[src/rtl/spw_fct_pkg.sv]
`default_nettype none
// ============================================================================
// Module      : spw_fct_pkg (package)
// Description : SpaceWire flow-control constants and FSM state encodings.
//               The RX credit manager and the TX FCT counter both use them.
// Contents    : c_FCT_SIZE   - N-chars granted by one FCT
//               c_MAX_CREDIT - largest outstanding credit (7 FCTs)
//               c_CREDIT_W   - width of a credit counter (0..56)
//               c_ST_*       - 3-bit FSM state codes
// Revision    : 1.0 - initial release
// ============================================================================
package spw_fct_pkg;

    localparam int c_FCT_SIZE   = 8;
    localparam int c_MAX_CREDIT = 56;
    localparam int c_CREDIT_W   = 6;

    localparam logic [2:0] c_ST_IDLE   = 3'd0;
    localparam logic [2:0] c_ST_REQ    = 3'd1;
    localparam logic [2:0] c_ST_SETTLE = 3'd2;
    localparam logic [2:0] c_ST_ERROR  = 3'd3;

endpackage
`default_nettype wire

[src/rtl/rx_fct_credit.sv]
`default_nettype none
// ============================================================================
// Module      : rx_fct_credit
// Description : Receive-side SpaceWire flow-control credit manager. Asks the
//               TX encoder for an FCT whenever the RX FIFO can take 8 more
//               N-chars beyond the credit already granted, tracks outstanding
//               credit, and flags a sticky credit error on overrun.
// Ports       : pclk_rx      - clock, rising edge
//               rst_rx       - synchronous active-high reset
//               enable_rx    - link Run state; low clears synchronously
//               fifo_free    - free RX FIFO entries (0..64)
//               got_nchar    - pulse: one N-char received
//               fct_ack      - pulse: TX has sent the requested FCT
//               fct_req      - request one FCT, held until fct_ack
//               credit_out   - N-chars still allowed to arrive (0..56)
//               credit_error - sticky: N-char arrived with no credit
// Revision    : 1.0 - initial release
// ============================================================================
module rx_fct_credit
    import spw_fct_pkg::*;
#(
    parameter int FCT_SIZE   = c_FCT_SIZE,
    parameter int MAX_CREDIT = c_MAX_CREDIT,
    parameter int FREE_W     = 7
) (
    input  logic                  pclk_rx,
    input  logic                  rst_rx,
    input  logic                  enable_rx,
    input  logic [FREE_W-1:0]     fifo_free,
    input  logic                  got_nchar,
    input  logic                  fct_ack,
    output logic                  fct_req,
    output logic [c_CREDIT_W-1:0] credit_out,
    output logic                  credit_error
);

    localparam logic [c_CREDIT_W-1:0] c_GRANT       = c_CREDIT_W'(FCT_SIZE);
    localparam logic [c_CREDIT_W-1:0] c_GRANT_LESS1 = c_CREDIT_W'(FCT_SIZE - 1);
    localparam logic [c_CREDIT_W-1:0] c_ONE         = c_CREDIT_W'(1);
    localparam logic [c_CREDIT_W-1:0] c_REQ_LIMIT   = c_CREDIT_W'(MAX_CREDIT - FCT_SIZE);
    localparam logic [FREE_W-1:0]     c_GRANT_FREE  = FREE_W'(FCT_SIZE);

    logic [2:0]            r_state;
    logic [c_CREDIT_W-1:0] r_credit;
    logic                  r_error;
    logic                  r_fct_req;

    logic [2:0]            w_state_nxt;
    logic [c_CREDIT_W-1:0] w_credit_nxt;
    logic                  w_error_nxt;
    logic                  w_ack_taken;
    logic                  w_room;

    // Widen credit to the FIFO width so credit+8 (up to 64) never truncates.
    assign w_room = (fifo_free >= (FREE_W'(r_credit) + c_GRANT_FREE)) &&
                    (r_credit <= c_REQ_LIMIT);

    always_comb begin
        w_state_nxt  = r_state;
        w_credit_nxt = r_credit;
        w_error_nxt  = r_error;
        w_ack_taken  = 1'b0;

        case (r_state)
            c_ST_IDLE: begin
                if (w_room) begin
                    w_state_nxt = c_ST_REQ;
                end
            end
            c_ST_REQ: begin
                if (fct_ack) begin
                    w_ack_taken = 1'b1;
                    w_state_nxt = c_ST_SETTLE;
                end
            end
            // One dead cycle so fifo_free catches up with in-flight writes
            // before the room check runs again.
            c_ST_SETTLE: w_state_nxt = c_ST_IDLE;
            c_ST_ERROR:  w_state_nxt = c_ST_ERROR;
            default:     w_state_nxt = c_ST_IDLE;
        endcase

        // Credit accounting is frozen once in ERROR. A grant on the same edge
        // as an N-char covers that N-char, so credit 0 plus both is not an
        // overrun.
        if (r_state != c_ST_ERROR) begin
            case ({w_ack_taken, got_nchar})
                2'b10: w_credit_nxt = r_credit + c_GRANT;
                2'b11: w_credit_nxt = r_credit + c_GRANT_LESS1;
                2'b01: begin
                    if (r_credit != '0) begin
                        w_credit_nxt = r_credit - c_ONE;
                    end else begin
                        w_error_nxt = 1'b1;
                        w_state_nxt = c_ST_ERROR;
                    end
                end
                default: w_credit_nxt = r_credit;
            endcase
        end
    end

    always_ff @(posedge pclk_rx) begin
        if (rst_rx || !enable_rx) begin
            r_state   <= c_ST_IDLE;
            r_credit  <= '0;
            r_error   <= 1'b0;
            r_fct_req <= 1'b0;
        end else begin
            r_state   <= w_state_nxt;
            r_credit  <= w_credit_nxt;
            r_error   <= w_error_nxt;
            r_fct_req <= (w_state_nxt == c_ST_REQ);
        end
    end

    assign fct_req      = r_fct_req;
    assign credit_out   = r_credit;
    assign credit_error = r_error;

endmodule
`default_nettype wire

[config.mk]
export PLATFORM = sky130hd
export DESIGN_NAME = rx_fct_credit
export DESIGN_NICKNAME = d
export VERILOG_FILES = /design/src/rtl/spw_fct_pkg.sv /design/src/rtl/rx_fct_credit.sv
export SDC_FILE = /design/constraint.sdc
export NUM_CORES = 1
export LEC_CHECK = 0
export ABC_AREA = 1
export BUFFER_PORTS_ARGS = -buffer_cell sky130_fd_sc_hd__buf_4
export CAP_MARGIN = 40
export CORE_UTILIZATION = 56
export DETAILED_ROUTE_END_ITERATION = 10
export PLACE_DENSITY_LB_ADDON = 0.1
export SLEW_MARGIN = 20
export SYNTH_ARGS = -nofsm -noshare
export SYNTH_HDL_FRONTEND = slang
export SYNTH_SLANG_ARGS = --single-unit
[constraint.sdc]
create_clock -name pclk_rx -period 4.81 [get_ports pclk_rx]
set_clock_uncertainty 0.05 [all_clocks]
set_input_delay 0.962 -clock pclk_rx [delete_from_list [all_inputs] [get_ports pclk_rx]]
set_output_delay 0.962 -clock pclk_rx [all_outputs]
set_load 0.05 [all_outputs]
## Word level (Yosys, flattened, before mapping)

Index checks and enable logic that the tools add are counted.
Widths: inputs -> output; s select.

- Output and inout bits: 8
- Register bits after elaboration: 11
- Input port bits: 12

- Bitwise operators: 1
- Eq/ne operators: 8
- Multiplexer cells: 10
- Magnitude comparators: 2
- Reduce and logical (&&, ||, !) cells: 8
- Add/subtract/negate cells: 4

Operators by type and width:

| operator | count |
|---|---|
| $pmux 6 s3 | 1 |
| $mux 3 | 5 |
| $pmux 3 s3 | 1 |
| $add 6x4->7 const B | 1 |
| $ge 7x7->1 | 1 |
| $add 6x3->6 const B | 1 |
| $add 6x4->6 const B | 1 |
| $eq 3x1->1 const B | 2 |
| $le 6x6->1 const B | 1 |
| $mux 6 | 1 |
| $reduce_and 3->1 | 2 |
| $reduce_bool 6->1 | 1 |
| $sub 6x1->6 const B | 1 |
| $eq 2x2->1 const B | 2 |
| $eq 3x2->1 const B | 1 |
| $logic_not 3->1 | 1 |
| $ne 3x2->1 const B | 1 |
| $reduce_bool 3->1 | 1 |
| $eq 2x1->1 const B | 1 |
| $mux 1 | 2 |
| $ne 2x2->1 const B | 1 |
| $logic_and 1x1->1 | 1 |
| $logic_not 1->1 | 1 |
| $logic_or 1x1->1 | 1 |
| $not 1->1 | 1 |

## Depth between registers and ports, before layout

- Depth after elaboration: 9
- Gate-level depth with buffers: 15
- Depth with buffers taken out: 15

## Worst setup path before layout

OpenSTA, ideal clock, no wires.

- Kind: input-to-reg
- From: input fct_ack
- To: register r_credit[5], in the netlist credit_out[5]
- Setup time: 0.120 ns
- Stages on the path: 15
- Buffers on the path: 0
- Setup slack: 2.474 ns
- Arrival: 2.166 ns
- Data required time: 4.640 ns
- Cell sequence: inv_1 nor2_1 nand2_1 nand2_2 inv_1 ha_1 nand2_1 inv_1 nand3_1 nand3_1 inv_1 nand2_1 nand3_1 nand2_1 a21oi_1

- Word-level cells in the longest chain between the ends: 5
- Elaborated cells between the ends (all ways): 9
- Those cells by class: eq/ne (4); mux (3); reduce/logical (2)

Ends and longest elaborated chain:

| element | RTL line | text |
|---|---|---|
| start: declaration | rx_fct_credit.sv:31 | `input logic fct_ack,` |
| $mux 1 * | rx_fct_credit.sv:71 | `if (fct_ack) begin` |
| $mux 1 * | rx_fct_credit.sv:64 | `case (r_state)` |
| $eq 2x1->1 / $eq 2x2->1 (equally long branches) | rx_fct_credit.sv:87 | `case ({w_ack_taken, got_nchar})` |
| $ne 2x2->1 (no source line) / $reduce_bool 3->1 (equally long branches) | n/a |  |
| $reduce_and 3->1 (no source line) | n/a |  |
| end signal: assignment | rx_fct_credit.sv:111 | `r_credit <= w_credit_nxt;` |
| end: declaration | rx_fct_credit.sv:44 | `logic [c_CREDIT_W-1:0] r_credit;` |

Every way passes the cells marked *; elsewhere a longest branch is shown, timed or not.
A chain may end at the register's enable or synchronous reset.

## Worst setup path in the final report

Same ends and word-level chain as after synthesis.

==> qor.csv <==
metric,value,unit
Synth Instances,134,
Hold Crit Class,register to register,
fmax,429,MHz
DRC errors left,0,
CP Class,input port to register,
CP arrival,2.45,ns
Finished Cell Area,1060,um^2
Inserted Clock Buffers,3,
max layer used,met4,
predominant post-synthesis flop cell,dfxtp_1,
Worst path max stage delay,0.32,ns
Max Slew Vio Count,0,
largest net degree at the start of global routing,11,
Yosys cell types,24,
placed cell areas,1030,um^2
startpoint types,input port,
DP Worst Slack,2.23,ns
layout cells sized above 1,20.0,%
vias in the first global route,858,
Gate power share,36.6,%
Clock power frac,25.0,%
I/O Pins,20,
post-synthesis compound-gate area fraction,11.9,%
DR vias,895,
Die W,41.7,um
largest family of logic cells by synthesized area,simple AND/OR/NAND/NOR gates,
power per cell area,251,nW/um^2
Synth Area in Simple Gates,34.0,%
peak fanout along the critical path,4,
hold_ws,0.433,ns
commonest cells in the netlist,"nand2_1, inv_1, nor2_1",
sw power,100,uW
Synthesized Nets,157,
sequential cell area fraction in the yosys report,24.9,%
routed vias/inst,5.26,
initial DRC count,24,
IO Port Bufs,19,
clk_lat worst skew,0.28,ns
HPWL Detailed,1470,um
post-synthesis mux area share,0,%
post-synth top area cell,dfxtp_1,
max cap viols,0,
CTS tree,built,
ranking of synthesized cells by area,"dfxtp_1, ha_1, nand2_1",
post-layout net count,179,
DRT Wirelength,1830,um
outcome,"complete, no violations",
Rows,13,
initial antenna violation count,0,
Fin. Hold Viols,0,
final setup violating endpoints,0,
Setup WS post-layout,2.48,ns
Leak,0.000568,uW
TritonRoute pass-1 iters,5,
"flops & latches, synth",11,
filler instances,126,
DIE AREA,1740,um^2
Pint,166,uW
Total GRT Usage,23.9,%
Max Root-Sink Buffers,2,
synthesized area,883,um^2
yosys warns,0,
"Hold-fix buffers, CTS",0,
core area,1380,um^2
clock root cell,clkbuf_4,
DR WL met3,107,um
grt ovf,0,
Peak VDD IR,0.000202,V
RSZ-0062 raised after global routing,false,
asr flop ratio synth,0,%
PostCTS Resize Cnt,0,
DR WL/cell,10.8,um
Post-synth EDFFs,0,
n_diodes,0,
most frequent cell after synthesis,nand2_1,
WL met2,853,um
"Slowest-stage cell, CP",ha_1,
area delta synth->final,19.8,%
CTS H-tree depth,1,
worst path cell trace,"buf_4, inv_1, nor2_1, nand2_1, nand2_2, inv_1, ha_1, nand2_1, inv_1, nand3_1, nand3_1, inv_1, nand2_1, nand3_1, nand2_1, a21oi_1",
Initial Utilization,63.9,%
xor and xnor fraction of the mapped netlist area,1.98,%
crit share post-route,48.4,%
Sum Neg Setup Slack,0,ns
clock sinks,11,
GPL Wtd Cong,0.828,
post-CTS setup buffers,0,
met1 wire length,842,um
sequential power share,38.4,%
post-synth top area share,24.9,%
switching part of the total,37.6,%
die height,41.7,um
Antenna Violating Nets Remaining,0,
Setup crit end kind,register,
worst path required time,4.93,ns
Synth Area per Inst,6.59,um^2
"Clk pin slew, worst setup/hold paths",0.08,ns
minimum clock period,2.33,ns
Post-Synth Adder-Cell Area,15.6,%
first-pass GRT wire length,3340,um
## sequential cells by signal, indices dropped and copies added (netlist names)
| register | cells |
|---|---|
| credit_error | 1 |
| credit_out | 6 |
| fct_req | 1 |
| r_state | 3 |
## cell type report
cell class	instances	area, um^2	area share [%]
Inverter	23	86.3	8.16
Multi-Input combinational cell	98	564	53.3
Tap cell	15	18.8	1.77
Clock buffer	4	26.3	2.48
Sequential cell	11	220	20.8
Timing Repair Buffer	19	143	13.5
## path summary, 6_finish.rpt
kind	start	to	slack (ns)	cells after the start
setup / recovery	fct_ack	credit_out[5]	2.48	16
hold / removal	credit_error	credit_error	0.43	2
setup reg to reg	credit_out[4]	fct_req	2.82	12
hold reg to reg	credit_error	credit_error	0.43	2
## cells by family after synthesis
group,count (synthesis)
and+or+nand+nor,65
buffers and inverters,25
AOI/OAI and AO/OA,19
adders and majority gates,11
DFF,11
xor gates and xnor gates,2
other,1
## metrics by stage
step                      total power (uW)  utilization [%]  instances
after floorplan                        176                -        134
after detailed placement               201             74.7        166
final                                  266             76.6        170
after CTS                              267             76.6        170
after global routing                   285             76.6        170
after global placement                 198             74.7        166
## layer usage
layer	vias up	global-route usage (%)
met3	4	6.96
met4	0	5.16
li1	469	-
met2	34	42.5
met1	388	28.2
met5	-	0
## power groups by stage
stage | Combinational (uW) | Clock, uW | Sequential [uW]
final | 97.5 | 66.4 | 102
after global routing | 111 | 71.0 | 103
after CTS | 97.5 | 67.2 | 102
after detailed placement | 96.9 | 0 | 104
after global placement | 93.8 | 0 | 104
after floorplan | 59.9 | 0 | 116
## critical path, delay by kind of cell
family	cells	cell delay, ns
AND/OR/NAND/NOR	9	0.80
adder cells (fa/ha/maj)	1	0.32
buffers and inverters	5	0.31
AO/OA/AOI/OAI	1	0.05
## layout by cell type (no fill, tap or decap), drive strengths merged
cell    netlist  final
nand2        26     26
inv          23     23
nor2         23     23
buf           2     19
a21oi        12     12
ha           11     11
dfxtp        11     11
nand3        11     11
o21ai         4      4
clkbuf        0      4
nor3          3      3
xor2          1      1
nand3b        1      1
nand4         1      1
a31oi         1      1
xnor2         1      1
o21a          1      1
o211ai        1      1
conb          1      1
Power figures use the tool's default switching activity.
